<file path="config.mk">
export PLATFORM = sky130hd
export DESIGN_NAME = ipr_read_streamer
export DESIGN_NICKNAME = d
export VERILOG_FILES = /design/src/rtl/ipr_read_streamer.sv
export SDC_FILE = /design/constraint.sdc
export NUM_CORES = 1
export LEC_CHECK = 0
export ABC_AREA = 1
export CAP_MARGIN = 40
export CORE_MARGIN = 5
export CORE_UTILIZATION = 53
export CTS_CLUSTER_SIZE = 20
export DETAILED_ROUTE_END_ITERATION = 7
export HOLD_SLACK_MARGIN = 0.05
export PLACE_DENSITY_LB_ADDON = 0.08
export SYNTH_ARGS = -nofsm -noshare
export SYNTH_HDL_FRONTEND = slang
export SYNTH_SLANG_ARGS = --single-unit
</file>
<file path="constraint.sdc">
create_clock -name r_clk -period 7.8 [get_ports r_clk]
set_clock_uncertainty 0.2 [all_clocks]
set_input_delay 1.56 -clock r_clk [delete_from_list [all_inputs] [get_ports r_clk]]
set_output_delay 1.56 -clock r_clk [all_outputs]
set_load 0.01 [all_outputs]
</file>
<file path="src/rtl/ipr_read_streamer.sv">
// ipr_read_streamer: fetches BULK_NUMBER words from a fixed IPR DATA register
// and forwards them on a valid/ready stream through a 2-entry buffer.
// Ports:
//   r_clk, r_rst_n             clock, synchronous active-low reset
//   start, abort               single-cycle control pulses
//   ipr_req/we/addr            read request side (we tied 0, addr = BASE_ADDR)
//   ipr_gnt/rvalid/rdata       slave grant (same cycle) and response (next cycle)
//   m_valid/m_ready/m_data     output stream
//   busy, done, timeout        status: not idle, end-of-bulk pulse, sticky watchdog
//   word_cnt                   words captured in the current or last fetch
module ipr_read_streamer #(
    parameter int unsigned DSIZE          = 32,
    parameter int unsigned BULK_NUMBER    = 10,
    parameter int unsigned WATCHDOG_LIMIT = 100,
    parameter logic [31:0] BASE_ADDR      = 32'h0000_0000
) (
    input  logic             r_clk,
    input  logic             r_rst_n,
    input  logic             start,
    input  logic             abort,
    output logic             ipr_req,
    output logic             ipr_we,
    output logic [31:0]      ipr_addr,
    input  logic             ipr_gnt,
    input  logic             ipr_rvalid,
    input  logic [DSIZE-1:0] ipr_rdata,
    output logic             m_valid,
    input  logic             m_ready,
    output logic [DSIZE-1:0] m_data,
    output logic             busy,
    output logic             done,
    output logic             timeout,
    output logic [7:0]       word_cnt
);

    localparam int unsigned WD_W  = 16;
    localparam int unsigned CNT_W = 8;

    typedef enum logic [1:0] {
        S_IDLE  = 2'd0,
        S_ISSUE = 2'd1,
        S_WAIT  = 2'd2
    } state_t;

    state_t             r_state;
    state_t             w_state_nxt;
    logic [WD_W-1:0]    r_wd;
    logic [WD_W-1:0]    w_wd_plus;
    logic [CNT_W-1:0]   r_word_cnt;
    logic               r_done;
    logic               r_timeout;
    logic               r_abort_pend;

    logic [DSIZE-1:0]   r_mem [2];
    logic               r_rd_ptr;
    logic               r_wr_ptr;
    logic [1:0]         r_count;

    logic               w_req;
    logic               w_push;
    logic               w_pop;
    logic               w_start_fetch;
    logic               w_wd_clr;
    logic               w_wd_inc;
    logic               w_set_timeout;
    logic               w_set_done;
    logic               w_abort_pend_set;

    assign w_wd_plus = r_wd + WD_W'(1);
    assign w_pop     = (r_count != 2'd0) && m_ready;

    // State register
    always_ff @(posedge r_clk) begin
        if (!r_rst_n) begin
            r_state <= S_IDLE;
        end else begin
            r_state <= w_state_nxt;
        end
    end

    // Next-state and control decode
    always_comb begin
        w_state_nxt      = r_state;
        w_req            = 1'b0;
        w_push           = 1'b0;
        w_start_fetch    = 1'b0;
        w_wd_clr         = 1'b0;
        w_wd_inc         = 1'b0;
        w_set_timeout    = 1'b0;
        w_set_done       = 1'b0;
        w_abort_pend_set = 1'b0;
        case (r_state)
            S_IDLE: begin
                if (start) begin
                    w_start_fetch = 1'b1;
                    w_state_nxt   = S_ISSUE;
                end
            end
            S_ISSUE: begin
                // Abort withdraws the request in the same cycle and beats the watchdog.
                if (abort) begin
                    w_state_nxt = S_IDLE;
                end else if (r_count < 2'd2) begin
                    w_req = 1'b1;
                    if (ipr_gnt) begin
                        w_wd_clr    = 1'b1;
                        w_state_nxt = S_WAIT;
                    end else begin
                        w_wd_inc = 1'b1;
                        if (w_wd_plus == WD_W'(WATCHDOG_LIMIT)) begin
                            w_set_timeout = 1'b1;
                            w_state_nxt   = S_IDLE;
                        end
                    end
                end
            end
            S_WAIT: begin
                if (ipr_rvalid) begin
                    w_push = 1'b1;
                    if (abort || r_abort_pend) begin
                        w_state_nxt = S_IDLE;
                    end else if (r_word_cnt + CNT_W'(1) == CNT_W'(BULK_NUMBER)) begin
                        w_set_done  = 1'b1;
                        w_state_nxt = S_IDLE;
                    end else begin
                        w_state_nxt = S_ISSUE;
                    end
                end else if (abort) begin
                    // Response still owed by the slave: remember the abort until it lands.
                    w_abort_pend_set = 1'b1;
                end
            end
            default: begin
                w_state_nxt = S_IDLE;
            end
        endcase
    end

    // Counters, status flags and buffer pointers
    always_ff @(posedge r_clk) begin
        if (!r_rst_n) begin
            r_wd         <= '0;
            r_word_cnt   <= '0;
            r_done       <= 1'b0;
            r_timeout    <= 1'b0;
            r_abort_pend <= 1'b0;
            r_rd_ptr     <= 1'b0;
            r_wr_ptr     <= 1'b0;
            r_count      <= 2'd0;
        end else begin
            r_done <= w_set_done;

            if (w_start_fetch || w_wd_clr) begin
                r_wd <= '0;
            end else if (w_wd_inc) begin
                r_wd <= w_wd_plus;
            end

            if (w_start_fetch) begin
                r_word_cnt <= '0;
            end else if (w_push) begin
                r_word_cnt <= r_word_cnt + CNT_W'(1);
            end

            if (w_start_fetch) begin
                r_timeout <= 1'b0;
            end else if (w_set_timeout) begin
                r_timeout <= 1'b1;
            end

            if (w_start_fetch || w_push) begin
                r_abort_pend <= 1'b0;
            end else if (w_abort_pend_set) begin
                r_abort_pend <= 1'b1;
            end

            if (w_push) begin
                r_wr_ptr <= ~r_wr_ptr;
            end
            if (w_pop) begin
                r_rd_ptr <= ~r_rd_ptr;
            end
            case ({w_push, w_pop})
                2'b10:   r_count <= r_count + 2'd1;
                2'b01:   r_count <= r_count - 2'd1;
                default: r_count <= r_count;
            endcase
        end
    end

    // Buffer storage; contents are don't-care while the entry is empty
    always_ff @(posedge r_clk) begin
        if (w_push) begin
            r_mem[r_wr_ptr] <= ipr_rdata;
        end
    end

    assign ipr_req  = w_req;
    assign ipr_we   = 1'b0;
    assign ipr_addr = BASE_ADDR;
    assign m_valid  = (r_count != 2'd0);
    assign m_data   = r_mem[r_rd_ptr];
    assign busy     = (r_state != S_IDLE);
    assign done     = r_done;
    assign timeout  = r_timeout;
    assign word_cnt = r_word_cnt;

endmodule

</file>
==> results by group, run 1 <==
Synth
  – Synth Register Bits: 98
  – Share of the synthesized area in the top cell type: 43.0%
  – Synth top area cells: edfxtp_1 (43%), dfxtp_1 (15%), mux2_2 (8.1%)
  – Unique masters post-synth: 31
  – Most common library cells after synthesis: nand2_1 (71), edfxtp_1 (64), inv_1 (50)
  – Synth Instances: 430
  – Predominant post-synthesis flop cell: edfxtp_1
  – Area leader, netlist: edfxtp_1
  – Top-count cell post-synth: nand2_1
  – Syn_area_per_cell: 10.4 um^2
  – Synth warn: 0
  – Netlist Area Pre-Place: 4470 um^2
  – Post-synthesis async set-or-reset flop share: 0%
  – EDFF count, synth: 64
  – Register area share after synthesis: 58.2%

STA
  – Max-slew violations: 0
  – Final setup vio count: 0
  – Tcrit/Tclk final: 59.3%
  – Worst hold slack: 254 ps
  – Fin Setup TNS: 0 ps
  – Fmax: 216 MHz
  – Final worst path period need: 4620 ps
  – Final Hold Vio Count: 0
  – RSZ-0062 raised after global routing: false

Pwr
  – Total power: 969 uW
  – VDD IR max: 127 uV
  – Comb pwr share: 7.9%
  – Sw power: 222 uW
  – Pleak: 0.00209 uW
  – Int Pwr: 748 uW
  – Switching Share: 22.9%
  – Clock group share of total power: 34.1%
  – Sequential power share: 58.0%
  – PD cells: 175 nW/um^2

Global route
  – Grt peak-use layer: met2
  – Global-route wire length before repair: 13600 um
  – Met2 GRT Util: 27.6%
  – Met3 GRT Util: 3.89%
  – Grt total ovfl: 0
  – All-Layer GR Usage: 16.7%
  – Number of global-route vias before repair: 2985
  – Largest net degree at the start of global routing: 33
  – Grt met1 use: 22.3%
  – Initial antenna violation count: 0

Detailed routing
  – WL per Instance: 13.9 um
  – Vias/cell: 4.96
  – DR pass1 iterations: 4
  – Post-DRT Antenna Nets: 0
  – Initial DRC Count: 103
  – Drt drc: 0
  – Vias: 3119
  – Drt total wl: 8760 um

Clock tree
  – Max Buffers Root-to-Sink: 2
  – Cell at the root of the clock tree: clkbuf_8
  – Worst-path clk slew: 90 ps
  – H-tree depth: 3
  – Post-CTS Hold Buffers: 0
  – CTS Buf Count: 9
  – Clk_lat worst skew: 350 ps
  – Num Clock Sinks: 98
  – CTS tree: yes
  – Post-CTS resize count: 0
  – # Post-CTS Setup Buffers: 0

Worst setup path
  – CP required: 6040 ps
  – Worst Setup End Kind: primary output
  – WP buf/inv: 3
  – Critical path class: in2out
  – CP max FO: 6
  – Cells along the critical path: clkdlybuf4s50_1 -> inv_1 -> nand2_1 -> nor2_4 -> clkdlybuf4s50_1
  – CP peak stage delay: 560 ps
  – Nature of the critical path startpoint: input port
  – Worst EP arrival: 2860 ps
  – Max stage delay cell, worst path: clkdlybuf4s50_1
  – Crit-path leading delay family: buffers and inverters
  – Most frequent CP cell: clkdlybuf4s50_1

Floorplanning
  – Die Y: 102 um
  – Die area: 10400 um^2
  – Starting Density: 54.5%
  – Core Rows: 33
  – Chip width: 102 um
  – Num ports: 117
  – Core Box Area: 8220 um^2

Final layout
  – Final layout net count: 563
  – Fill cells: 651
  – Layout cells sized above 1: 12.4%
  – Synthesis-to-layout area growth: 23.9%
  – ANT cells: 0
  – Final Cell Area: 5540 um^2

Job
  – Max-cap violations: 0

Placed design
  – DP HPWL: 6290 um
  – Placed inst area: 5340 um^2
  – Port bufs: 83
  – Placer Congestion: 0.873

Min path
  – Hold Crit Class: reg2reg

Run status
  – Outcome: finished, final reports clean
## sequential cells by signal, indices dropped and copies added (netlist names), named ones only
signal and count:
r_state 2, r_wd 16, r_mem 64, r_wr_ptr 1, r_abort_pend 1, word_cnt 8
timeout 1, r_rd_ptr 1, r_count 2, done 1
## final timing paths
check                              start          to  slack (ps)  depth (start not counted)
worst max-delay path               abort     ipr_req        3180                          5
worst min-delay path            r_rd_ptr    r_rd_ptr         250                          1
worst max register to register   r_wd[0]  r_state[0]        5630                         12
worst min register to register  r_rd_ptr    r_rd_ptr         250                          1
## area by class of cell
| cell class | count | area [um^2] | share of cell area [%] |
|---|---|---|---|
| clock buffers | 10 | 128 | 2.30 |
| clock inverters | 6 | 73.8 | 1.33 |
| inverters | 51 | 191 | 3.45 |
| multi-input cells | 273 | 1540 | 27.7 |
| flip-flops and latches | 98 | 2600 | 47.0 |
| well taps | 105 | 131 | 2.37 |
| repair buffers | 86 | 878 | 15.9 |
## logic make-up after synthesis
| logic type | count (synthesis) | synth area share [%] |
|---|---|---|
| flops | 98 | 58.2 |
| compound gates | 45 | 5.59 |
| fa+ha+maj | 5 | 1.40 |
| buf+inv | 91 | 10.5 |
| other cells | 1 | 0.0838 |
| xor+xnor | 5 | 0.979 |
| mux | 33 | 8.28 |
| simple gates | 152 | 15.0 |
## stage by stage
step	instances	util [%]	setup slack [ps]
after floorplan	462	-	3910
after global placement	611	64.5	3180
after detailed placement	613	65.0	3160
after CTS	629	67.4	3160
after global routing	629	67.4	3090
final	629	67.4	3180
## placed cells by master, fill, tap and decap left out, types with 3 or more instances in the layout
master           Yosys  layout
a21oi_1             14      14
clkbuf_8             0       9
clkdlybuf4s50_1      0      83
conb_1               1      33
dfxtp_1             34      34
edfxtp_1            64      64
ha_1                 5       5
inv_1               50      50
mux2_2              32      32
nand2_1             71      71
nand2_2              4       4
nand3_1             21      21
nand4_1              7       7
nor2_1              37      35
nor2_4               3       5
nor3_1               3       3
o211ai_1             5       5
o21ai_0             18      18
o22ai_1              4       4
xnor2_1              3       3
## routing by layer
metal  wire (um)  vias to the layer above
met5           0                        -
met4         107                        0
met3         506                       14
met2        4160                       86
met1        3980                     1463
li1            -                     1556
## power by group through the flow
stage	clock network (uW)	registers, uW	logic [uW]
finish	331	562	76.7
global route	360	563	84.0
CTS	340	562	76.4
detailed placement	0	574	75.9
global placement	0	573	74.5
floorplan	0	573	49.8
Power figures use the tool's default switching activity.
==> run 2, diff against run 1 <==
--- a/config.mk
+++ b/config.mk
@@ -8,7 +8,7 @@
 export ABC_AREA = 1
 export CAP_MARGIN = 40
 export CORE_MARGIN = 5
-export CORE_UTILIZATION = 53
+export CORE_UTILIZATION = 44
 export CTS_CLUSTER_SIZE = 20
 export DETAILED_ROUTE_END_ITERATION = 7
 export HOLD_SLACK_MARGIN = 0.05
==> constraint.sdc (replaced) <==
create_clock -name r_clk -period 3.7 [get_ports r_clk]
set_clock_uncertainty 0.2 [all_clocks]
set_input_delay 0.74 -clock r_clk [delete_from_list [all_inputs] [get_ports r_clk]]
set_output_delay 0.74 -clock r_clk [all_outputs]
set_load 0.01 [all_outputs]
==> run 2 against run 1 <==
Effect of this change: sequential power grew 110%; sequential share of layout area grew 0.085 points; register-to-register slack lost 4100 ps; design area shrank 0.18%; flip-flop and latch count is the same; clock power grew 85%; die area grew 18%; global-route usage shrank 2.1 points; non-clock buffer count is the same; largest cell class unchanged; utilization shrank 11 points; count of clock-buffer cells in the layout is the same; largest power group unchanged.
==> results by group, run 2 (synthesis results as in run 1) <==
Min path
  – WHS Endpoint: r_rd_ptr (unchanged)
  – Hold Crit Class: reg2reg (unchanged)
  – Hold Startpoint: r_rd_ptr (unchanged)
  – WHS Path Cells: 1 (unchanged)

Clock tree
  – CTS tree: yes (unchanged)
  – Post-CTS resize count: 0 (unchanged)
  – Cell at the root of the clock tree: clkbuf_8 (unchanged)
  – Num Clock Sinks: 98 (unchanged)
  – Max Buffers Root-to-Sink: 2 (unchanged)
  – H-tree depth: 3 (unchanged)
  – Clk_lat worst skew: 370 ps (was 350 ps)
  – # Post-CTS Setup Buffers: 0 (unchanged)
  – Worst-path clk slew: 90 ps (about the same)
  – CTS Buf Count: 9 (unchanged)
  – Post-CTS Hold Buffers: 0 (unchanged)

Worst setup path
  – Most frequent CP cell: clkdlybuf4s50_1 (unchanged)
  – R2r setup slk: 1540 ps (was 5630 ps)
  – CP peak stage delay: 570 ps (was 560 ps)
  – Worst Reg2Reg Path Length in Cells: 12 (unchanged)
  – Worst Setup End Kind: primary output (unchanged)
  – Max stage delay cell, worst path: clkdlybuf4s50_1 (unchanged)
  – Nature of the critical path startpoint: input port (unchanged)
  – Critical path class: in2out (unchanged)
  – Cells along the critical path: clkdlybuf4s50_1 -> inv_1 -> nand2_1 -> nor2_4 -> clkdlybuf4s50_1 (unchanged)
  – R2R Path Start: r_wd[0] (unchanged)
  – Worst EP arrival: 2050 ps (was 2860 ps)
  – Crit Reg-Reg Endpoint: r_state[0] (unchanged)
  – CP required: 2760 ps (was 6040 ps)
  – CP max FO: 6 (unchanged)

STA
  – Fin Setup TNS: 0 ps (unchanged)
  – Final setup vio count: 0 (unchanged)
  – Tcrit/Tclk final: 80.9%
  – Fmax: 334 MHz
  – Max-slew violations: 0 (unchanged)
  – Final Hold Vio Count: 0 (unchanged)
  – Worst hold slack: 278 ps (was 254 ps)
  – Final worst path period need: 2990 ps
  – RSZ-0062 raised after global routing: false (unchanged)
  – Setup WS post-layout: 708 ps (was 3180 ps)

Global route
  – Number of global-route vias before repair: 3026 (was 2985)
  – All-Layer GR Usage: 14.6% (was 16.7%)
  – Global-route wire length before repair: 14600 um (was 13600 um)
  – Initial antenna violation count: 1 (was 0)
  – Grt total ovfl: 0 (unchanged)
  – Largest net degree at the start of global routing: 33 (unchanged)

Floorplanning
  – Die area: 12300 um^2 (was 10400 um^2)
  – Core Rows: 36 (was 33)
  – Core Box Area: 9860 um^2 (was 8220 um^2)
  – Chip width: 111 um (was 102 um)
  – Die Y: 111 um (was 102 um)
  – Starting Density: 45.4% (was 54.5%)
  – Num ports: 117 (unchanged)

Detailed routing
  – DR pass1 iterations: 4 (unchanged)
  – Vias: 3070 (was 3119)
  – Vias/cell: 4.67 (was 4.96)
  – Drt drc: 0 (unchanged)
  – WL per Instance: 13.5 um (was 13.9 um)
  – Drt total wl: 8860 um (was 8760 um)
  – Post-DRT Antenna Nets: 0 (unchanged)
  – Initial DRC Count: 131 (was 103)

Final layout
  – Synthesis-to-layout area growth: 23.6% (was 23.9%)
  – Max reg flops: 64 (unchanged)
  – Largest Register: r_mem (unchanged)
  – Layout cells sized above 1: 12.2% (was 12.4%)
  – Fill cells: 870 (was 651)
  – Register Area: 2600 um^2 (unchanged)
  – Final layout net count: 563 (unchanged)
  – ANT cells: 0 (unchanged)
  – Combined area of the multi-input logic cells: 1540 um^2 (unchanged)
  – Most frequent cells in the layout: clkdlybuf4s50_1 (83), nand2_1 (71), edfxtp_1 (64) (unchanged)
  – Most common cell after layout, fill and taps aside: clkdlybuf4s50_1 (unchanged)
  – Fin cells: 657 (was 629)

Placed design
  – Pre-CTS setup slack: 695 ps (was 3160 ps)
  – Placer Congestion: 0.814 (was 0.873)
  – DP HPWL: 6210 um (was 6290 um)
  – Port bufs: 83 (unchanged)
  – Dpl cells: 641 (was 613)

Job
  – Max-cap violations: 0 (unchanged)

Run status
  – Outcome: finished, final reports clean (unchanged)

Pwr
  – Pleak: 0.00207 uW (was 0.00209 uW)
  – VDD IR max: 178 uV (was 127 uV)
  – PD cells: 354 nW/um^2 (was 175 nW/um^2)
==> run 2: changes by cell type in the layout (fill, tap and decap cells not counted) <==
cell       delta
buf_12        -1
buf_4         +1
bufinv_16     -1
clkinv_1      +1
clkinv_2      +1
clkinv_4      +1
inv_6         -1
inv_8         -1
==> run 2: metal layers <==
metal  vias to the layer above  track usage [%]  routed length, um
met5                         -                0                 13
met4                         2             5.01                 97
met3                         9             4.15                414
met2                        80             23.1               4030
met1                      1426             19.1               4310
li1                       1553                -                  -
==> run 2: how the worst max path moves through the flow <==
stage / endpoint / start / slack (ps)
floorplan: r_mem[0][0] / ipr_rvalid / 630
global placement: ipr_req / abort / 710
detailed placement: ipr_req / abort / 690
CTS: ipr_req / abort / 690
global route: ipr_req / abort / 590
finish: ipr_req / abort / 710
==> run 2: report_power, final <==
| group | switching [uW] | total, uW | internal, uW | leakage, uW |
|---|---|---|---|---|
| registers | 9.64 | 1180 | 1170 | 0.000851 |
| clock network | 369 | 614 | 245 | 0.0000803 |
| logic | 83.6 | 162 | 78.6 | 0.00114 |
==> run 2: layout make-up <==
type                    count  area share [%]
clock buffers              10            2.31
clock inverters             6           0.746
inverters                  51            3.46
multi-input cells         273            27.8
flip-flops and latches     98            47.0
well taps                 133            3.01
repair buffers             86            15.7
==> run 2: critical path, delay by kind of cell <==
kind | cells | cell delay, ps
simple gates | 2 | 260
buf+inv | 3 | 1050
==> run 2: through the flow <==
stage	power [uW]	utilization, %	instance area (um^2)
after floorplan	1310	-	4590
after global placement	1370	54.4	5360
after detailed placement	1370	54.4	5360
after CTS	1990	56.1	5530
after global routing	2040	56.1	5530
final	1960	56.1	5530
==> run 3, diff against run 2 <==
--- a/config.mk
+++ b/config.mk
@@ -8,7 +8,7 @@
 export ABC_AREA = 1
 export CAP_MARGIN = 40
 export CORE_MARGIN = 5
-export CORE_UTILIZATION = 44
+export CORE_UTILIZATION = 49
 export CTS_CLUSTER_SIZE = 20
 export DETAILED_ROUTE_END_ITERATION = 7
 export HOLD_SLACK_MARGIN = 0.05
==> constraint.sdc (replaced) <==
create_clock -name r_clk -period 2.9 [get_ports r_clk]
set_clock_uncertainty 0.2 [all_clocks]
set_input_delay 0.58 -clock r_clk [delete_from_list [all_inputs] [get_ports r_clk]]
set_output_delay 0.58 -clock r_clk [all_outputs]
set_load 0.01 [all_outputs]
==> run 3 against run 2 <==
Effect of this change: design area grew 0.57%; non-clock buffer count grew 2; combinational power grew 28%; critical path depth is the same; die area shrank 9.3%; highest routed layer is now met4.
==> results by group, run 3 (synthesis results as in run 1) <==
Clock tree
  – CTS tree: yes (unchanged)
  – Worst-path clk slew: 100 ps (was 90 ps)
  – CTS Buf Count: 9 (unchanged)
  – Post-CTS Hold Buffers: 0 (unchanged)
  – H-tree depth: 3 (unchanged)
  – Post-CTS resize count: 0 (unchanged)
  – # Post-CTS Setup Buffers: 0 (unchanged)
  – Max Buffers Root-to-Sink: 2 (unchanged)
  – Clk_lat worst skew: 350 ps (was 370 ps)
  – Cell at the root of the clock tree: clkbuf_8 (unchanged)
  – Num Clock Sinks: 98 (unchanged)

Placed design
  – Placer Congestion: 0.880 (was 0.814)
  – Port bufs: 83 (unchanged)
  – Pre-CTS setup slack: 218 ps (was 695 ps)
  – Dpl cells: 618 (was 641)
  – DP HPWL: 6260 um (was 6210 um)

STA
  – Final Hold Vio Count: 0 (unchanged)
  – RSZ-0062 raised after global routing: false (unchanged)
  – Max-slew violations: 0 (unchanged)
  – Tcrit/Tclk final: 92.1%
  – Final worst path period need: 2670 ps
  – Setup WS post-layout: 229 ps (was 708 ps)
  – Final setup vio count: 0 (unchanged)
  – Fmax: 374 MHz

Final layout
  – Most common cell after layout, fill and taps aside: clkdlybuf4s50_1 (unchanged)
  – Most frequent cells in the layout: clkdlybuf4s50_1 (83), nand2_1 (71), edfxtp_1 (64) (unchanged)
  – Fin cells: 634 (was 657)
  – Final layout net count: 565 (was 563)
  – Largest Register: r_mem (unchanged)
  – Max reg flops: 64 (unchanged)
  – Layout cells sized above 1: 12.7% (was 12.2%)
  – ANT cells: 0 (unchanged)
  – Synthesis-to-layout area growth: 24.3% (was 23.6%)

Job
  – Max-cap violations: 0 (unchanged)

Global route
  – Global-route wire length before repair: 14500 um (was 14600 um)
  – Number of global-route vias before repair: 3045 (was 3026)
  – Grt total ovfl: 0 (unchanged)
  – Met2 GRT Util: 25.8% (was 23.1%)
  – Grt met1 use: 21.4% (was 19.1%)
  – Met3 GRT Util: 3.42% (was 4.15%)
  – Grt peak-use layer: met2 (unchanged)
  – Largest net degree at the start of global routing: 33 (unchanged)
  – All-Layer GR Usage: 16.0% (was 14.6%)
  – Initial antenna violation count: 0 (was 1)

Worst setup path
  – CP max FO: 6 (unchanged)
  – Launch point of the worst path: abort (unchanged)
  – Worst Setup End Kind: primary output (unchanged)
  – CP required: 2120 ps (was 2760 ps)
  – Nature of the critical path startpoint: input port (unchanged)
  – Critical path class: in2out (unchanged)
  – R2r setup slk: 790 ps (was 1540 ps)
  – Worst EP arrival: 1890 ps (was 2050 ps)
  – R2R Path Start: r_wd[0] (unchanged)
  – Worst Reg2Reg Path Length in Cells: 12 (unchanged)

Floorplanning
  – Core Box Area: 8810 um^2 (was 9860 um^2)
  – Core Rows: 34 (was 36)
  – Die area: 11100 um^2 (was 12300 um^2)
  – Starting Density: 50.8% (was 45.4%)
  – Die Y: 106 um (was 111 um)
  – Num ports: 117 (unchanged)
  – Chip width: 106 um (was 111 um)

Min path
  – Hold Crit Class: reg2reg (unchanged)
  – WHS Path Cells: 1 (unchanged)
  – Hold Startpoint: r_rd_ptr (unchanged)

Pwr
  – PD cells: 470 nW/um^2 (was 354 nW/um^2)
  – Switching Share: 23.1% (was 23.6%)
  – Total power: 2620 uW (was 1960 uW)
  – Comb pwr share: 7.9% (was 8.3%)
  – Sw power: 605 uW (was 462 uW)
  – Sequential power share: 57.7% (was 60.4%)
  – Int Pwr: 2010 uW (was 1500 uW)
  – VDD IR max: 293 uV (was 178 uV)
  – Clock group share of total power: 34.3% (was 31.3%)
  – Pleak: 0.00210 uW (was 0.00207 uW)

Detailed routing
  – Vias/cell: 4.90 (was 4.67)
  – Drt total wl: 8840 um (was 8860 um)
  – Initial DRC Count: 174 (was 131)
  – Drt drc: 0 (unchanged)
  – Vias: 3104 (was 3070)
  – Post-DRT Antenna Nets: 0 (unchanged)
  – WL per Instance: 13.9 um (was 13.5 um)
  – DR pass1 iterations: 4 (unchanged)

Run status
  – Outcome: finished, final reports clean (unchanged)
-- run 3: changes by cell type in the layout (fill, tap and decap cells not counted) --
cell,change
inv_8,+1
buf_12,+2
nor2_2,+2
nor2_4,-2
clkinv_1,-1
bufinv_16,+1
clkinv_2,-1
-- run 3: layout make-up --
type	instances	area [um^2]
Clock buffer	10	128
Clock inverter	6	73.8
Fill cell	734	3240
Inverter	51	191
Multi-Input combinational cell	273	1530
Sequential cell	98	2600
Tap cell	108	135
Timing Repair Buffer	88	906
-- run 3: worst max-delay path, cell delays in order --
cell,delay (ps)
clkdlybuf4s50_1,410
inv_1,70
nand2_1,90
nor2_4,170
clkdlybuf4s50_1,570
-- run 3: worst paths after layout --
kind | endpoint
setup / recovery | ipr_req
hold / removal | register
hold reg to reg | register
setup reg to reg | r_state[0]
-- run 3: per-stage QoR --
stage / hold slack [ps] / area [um^2] / TNS, ps / utilization, %
global placement: 236 / 5360 / 0 / 60.9
global route: 294 / 5560 / 0 / 63.2
finish: 253 / 5560 / 0 / 63.2
detailed placement: 246 / 5360 / 0 / 60.9
floorplan: 226 / 4590 / -628 / -
CTS: 262 / 5560 / 0 / 63.2
-- run 3: metal layers --
metal  up-vias  wire length (um)
met4         0               179
met3        17               440
li1       1569                 -
met5         -                 0
met1      1434              4020
met2        84              4200
-- run 3: power groups by stage --
stage | combinational, uW | clock [uW] | sequential, uW
2_1_floorplan | 134 | 0 | 1540
3_3_place_gp | 204 | 0 | 1540
3_5_place_dp | 206 | 0 | 1540
4_1_cts | 208 | 934 | 1510
5_1_grt | 229 | 990 | 1510
6_report | 208 | 898 | 1510
